**config.mk**
```make
export PLATFORM = sky130hd
export DESIGN_NAME = serial_subtractor_32bits
export DESIGN_NICKNAME = d
export VERILOG_FILES = /design/src/rtl/serial_subtractor_32bits.sv
export SDC_FILE = /design/constraint.sdc
export NUM_CORES = 1
export LEC_CHECK = 0
export ABC_AREA = 1
export CAP_MARGIN = 20
export CORE_UTILIZATION = 63
export DETAILED_ROUTE_END_ITERATION = 7
export DONT_BUFFER_PORTS = 1
export PLACE_DENSITY = 0.79
export SYNTH_ARGS = -nofsm -noshare
export SYNTH_HDL_FRONTEND = slang
export SYNTH_SLANG_ARGS = --single-unit
```
**constraint.sdc**
```tcl
create_clock -name clk -period 2.1 [get_ports clk]
set_input_delay 0.42 -clock clk [delete_from_list [all_inputs] [get_ports clk]]
set_output_delay 0.42 -clock clk [all_outputs]
set_load 0.01 [all_outputs]
```
**src/rtl/serial_subtractor_32bits.sv**
```systemverilog
// Bit-serial two's-complement subtractor: a - b computed LSB first through one
// full-adder slice as a + ~b + 1, with start/busy/done handshake and ALU flags.
module serial_subtractor_32bits #(
  parameter int WIDTH = 32
) (
  input  logic             clk,
  input  logic             rst_n,
  input  logic             start,
  input  logic [WIDTH-1:0] a,
  input  logic [WIDTH-1:0] b,
  output logic             busy,
  output logic             done,
  output logic [WIDTH-1:0] s,
  output logic             carry_out,
  output logic             overflow,
  output logic             zero
);

  localparam int CNT_W = $clog2(WIDTH);
  localparam logic [CNT_W-1:0] LAST_BIT = CNT_W'(WIDTH - 1);
  localparam logic [CNT_W-1:0] SIGN_IN  = CNT_W'(WIDTH - 2);

  typedef enum logic {IDLE, RUN} state_t;

  state_t           state;
  logic [WIDTH-1:0] a_sh;
  logic [WIDTH-1:0] b_sh;
  logic [WIDTH-1:0] res_sh;
  logic             c;
  logic             c30;
  logic [CNT_W-1:0] cnt;

  logic             d;
  logic             c_next;
  logic [WIDTH-1:0] res_full;

  // Full-adder slice on the current LSBs; res_full is the result including this bit.
  assign d        = a_sh[0] ^ b_sh[0] ^ c;
  assign c_next   = (a_sh[0] & b_sh[0]) | (a_sh[0] & c) | (b_sh[0] & c);
  assign res_full = {d, res_sh[WIDTH-1:1]};

  always_ff @(posedge clk or negedge rst_n) begin
    if (!rst_n) begin
      state     <= IDLE;
      a_sh      <= '0;
      b_sh      <= '0;
      res_sh    <= '0;
      c         <= 1'b0;
      c30       <= 1'b0;
      cnt       <= '0;
      busy      <= 1'b0;
      done      <= 1'b0;
      s         <= '0;
      carry_out <= 1'b0;
      overflow  <= 1'b0;
      zero      <= 1'b0;
    end else begin
      case (state)
        IDLE: begin
          done <= 1'b0;
          if (start) begin
            a_sh   <= a;
            b_sh   <= ~b;
            c      <= 1'b1;  // the +1 of the two's-complement negation of b
            cnt    <= '0;
            res_sh <= '0;
            busy   <= 1'b1;
            state  <= RUN;
          end
        end
        RUN: begin
          a_sh   <= a_sh >> 1;
          b_sh   <= b_sh >> 1;
          res_sh <= res_full;
          c      <= c_next;
          cnt    <= cnt + 1'b1;
          if (cnt == SIGN_IN) begin
            c30 <= c_next;
          end
          if (cnt == LAST_BIT) begin
            s         <= res_full;
            carry_out <= c_next;
            overflow  <= c30 ^ c_next;
            zero      <= (res_full == '0);
            done      <= 1'b1;
            busy      <= 1'b0;
            state     <= IDLE;
          end
        end
        default: state <= IDLE;
      endcase
    end
  end

endmodule
```
# Yosys cells after proc, flatten, opt, wreduce, memory -nomap -nowiden
# Cells that the tools add are included.
# word_totals
regBits,141
word_cells,49
# op_classes
n_addsub,1
eq_ne,4
mux,17
bitwise,10
n_reduce_logical,4
# ops
operator,count
$pmux 32 s2,3
$mux 32,3
$logic_not 32->1,1
$not 32->32,1
$eq 5x5->1 const B,2
$pmux 5 s2,1
$pmux 1 s2,4
$reduce_and 2->1,3
$add 5x1->5 const B,1
$mux 1,5
$mux 5,1
$and 1x1->1,3
$xor 1x1->1,3
$ne 2x1->1 const B,1
$ne 2x2->1 const B,1
$or 1x1->1,2
$not 1->1,1

# Logic depth before layout (Yosys ltp)
# depth
depth_word,4
ltp_mapped,10

# Worst setup path after synthesis
# OpenSTA, ideal clock, no wires.
# synth_path
path_type,flip-flop to flip-flop
from,register cnt[1]
to,register s[1]
t_arrival_ns,1.387
required_ns,1.974
path_slack_ns,0.586
path_stages_with_launch,9
synth_period_minus_slack_ns,1.514
path_cell_list,dfrtp_1 -> ha_1 -> inv_1 -> nor2_1 -> ha_1 -> nand2_2 -> buf_2 -> buf_2 -> o21ai_0
# synth_via
elab_chain_cells,2
# synth_rtl
item,line_no,source
from (decl),31,logic [CNT_W-1:0] cnt;
from (signal assigned),76,cnt <= cnt + 1'b1;
$eq 5x5->1,80,if (cnt == LAST_BIT) begin
$reduce_and 2->1 (no line),-,
to (signal assigned),81,s <= res_full;
to (decl),13,"output logic [WIDTH-1:0] s,"
# Every way passes these cells.
# A chain may end at the register's enable or synchronous reset.

# Worst setup path in the final report
# layout_path
from,register cnt[1]
to,register s[15]
# Same word-level chain as after synthesis.

==> qor.txt <==
max-slew violation count: 0
slew at the pin closest to its max-slew limit: 0.402 ns
Pwr Density: 1550 nW/um2
Fillers: 633
Yosys cell types: 27
Starting Density: 0.650
wire per inst: 15.6 um
global route total overflow: 0
Max Clk Rate: 0.644 GHz
VDD IR max: 0.763 mV
Routed WL: 11000 um
status: finished, violations left
CTS Sinks: 140
Synth area leader: dfrtp_1
DIE HEIGHT: 96.6 um
CTS tree: done
Pwr Total: 9.71 mW
Pleak: 2.98 nW
crit share post-route: 0.739
Seq/Total Area, Yosys: 0.621
number of global-route vias before repair: 4014
RR Endpoint: s[15]
initial DRC count: 241
total CTS buffers: 17
DRC Markers: 0
warnings from Yosys: 0
hold slack final: -0.395 ns
Post-DRT Antenna Nets: 0
CP startpoint: cnt[1]
aggregate negative setup slack: 0 ns
RD Place Congestion: 0.758
Die W: 96.6 um
Buffers on Ports: 0
max cap viols: 0
Post-Route Utilization: 0.723
die area: 9340 um2
crit start category: register
number of synthesized register bits: 140
unrepaired setup endpoints after global routing: no
worst slack, placed: 0.569 ns
clock latency on the worst-skew pair: 0.50 ns
Final HPWL DP: 6860 um
post-layout minimum cycle time: 1.55 ns
Crit. End Element: register
clk_skew: 0.00747 ns
CP max FO: 69
Post-Layout Cell Count: 707
CTS clock-pin slew for the worst setup and hold paths: 0.06 ns
share of cells above drive strength 1: 0.0768
CTS root buf: clkbuf_8
Crit Path Class: reg2reg
first-pass GRT wire length: 19100 um
violated checks: negative hold slack
setup ws final: 0.547 ns
H-tree lvl count: 4
num ports: 104
clk buf depth: 2
Reg2Reg Depth: 8
synth top area cells: dfrtp_1 62%, nand2_1 13%, o211ai_1 4.3%, o22ai_1 3.5%, o21ai_0 3.3%
final setup fails: 0
crit path to: s[15]
DR vias: 3996
Synth Cell Area: 5640 um2
RR Startpoint: cnt[1]
Layout Area Growth over Synthesis: 11.3%
top-area cell type share of the netlist area: 0.621
CP arrival: 1.97 ns
pin count of the biggest net entering global routing: 141
final count of hold timing violations: 140
# resized after CTS: 0
TritonRoute pass-1 iters: 4
Tot GR Track Use: 0.255
flop2flop setup slack: 0.55 ns
initial antenna violation count: 0
placed insts: 676
Post CTS Setup Buffer Count: 0
post-DR vias/cell: 5.65
Core Region: 8680 um2
Layout Nets: 658
syn avg cell area: 9.50 um2
Req. time, crit path: 2.52 ns
worst min path class: in2async
Post-Synthesis Cells: 594
Mapped Nets: 665
Slew headroom: 0.732
Site Rows: 34
n_diodes: 0
## registers in the layout (all words and copies together), names as in the netlist
name       count
res_sh        31
overflow       1
done           1
zero           1
c30            1
s             32
cnt            5
b_sh          32
state          1
c              1
carry_out      1
busy           1
a_sh          32
## through the flow
stage          hold slack, ns  area, um2
3_5_place_dp            0.127       5680
5_1_grt                -0.425       6280
3_3_place_gp            0.127       5680
2_1_floorplan           0.124       5640
4_1_cts                -0.419       6280
6_report               -0.395       6280
## routing by layer
| metal | wire [um] | up-vias | GRT usage |
|---|---|---|---|
| met5 | 0 | - | 0 |
| met2 | 5620 | 110 | 0.412 |
| met3 | 673 | 10 | 0.0723 |
| li1 | - | 1933 | - |
| met4 | 123 | 0 | 0.0861 |
| met1 | 4630 | 1943 | 0.335 |
## cell families (layout without fill, tap and decap cells)
group | after synthesis | after routing | share of synthesized area
fa+ha+maj | 4 | 4 | 0.0102
compound gates | 109 | 109 | 0.121
simple gates | 262 | 262 | 0.185
xor+xnor | 1 | 1 | 0.00155
buf+inv | 78 | 83 | 0.0617
flops | 140 | 140 | 0.621
## cells in the final DEF, fill, tap and decap left out, types with 6 or more instances in the layout
| cell type | n |
|---|---|
| nand2_1 | 202 |
| dfrtp_1 | 139 |
| inv_1 | 41 |
| o21ai_0 | 37 |
| o211ai_1 | 32 |
| nand3_1 | 32 |
| o22ai_1 | 32 |
| nor2_1 | 23 |
| clkbuf_16 | 16 |
| buf_4 | 6 |
## cell type report
class                      count  area [um2]  area share
multi-input combinational    376        1790       0.285
clock inverter                13         168      0.0267
inverter                      44         168      0.0267
clock buffer                  18         428      0.0682
tap                          108         135      0.0215
sequential                   140        3500       0.558
timing repair buffer           8        85.1      0.0136
## synth_stat cells, drive strengths merged
cell type	count
nand2	205
dfrtp	140
inv	44
o21ai	38
nand3	32
o211ai	32
o22ai	32
nor2	23
buf	17
clkbuf	17
ha	3
a22o	2
nand4	2
a21oi	1
a22oi	1
a31oi	1
fa	1
o21bai	1
o221ai	1
xnor2	1
## how the worst min path moves through the flow
stage          slack (ns)  cells past startpoint  start         to
4_1_cts             -0.42                      0  rst_n  res_sh[4]
2_1_floorplan        0.12                      0  rst_n    a_sh[0]
6_report            -0.39                      0  rst_n       s[4]
3_3_place_gp         0.13                      0  rst_n       s[3]
3_5_place_dp         0.13                      0  rst_n       s[4]
5_1_grt             -0.42                      0  rst_n       s[4]
## power breakdown
| part | leakage [nW] | switching [mW] | internal (mW) |
|---|---|---|---|
| clock network | 0.275 | 1.12 | 1.84 |
| logic | 0.976 | 1.23 | 0.856 |
| registers | 1.72 | 0.837 | 3.82 |
## worst max-delay path, stage by stage, from the launching register on
cell	delay, ns
dfrtp_1	0.42
ha_1	0.23
inv_1	0.07
nor2_1	0.04
ha_1	0.18
nand2_2	0.09
buf_12	0.24
nand2_1	0.09
o21ai_0	0.09
Power figures use the tool's default switching activity.
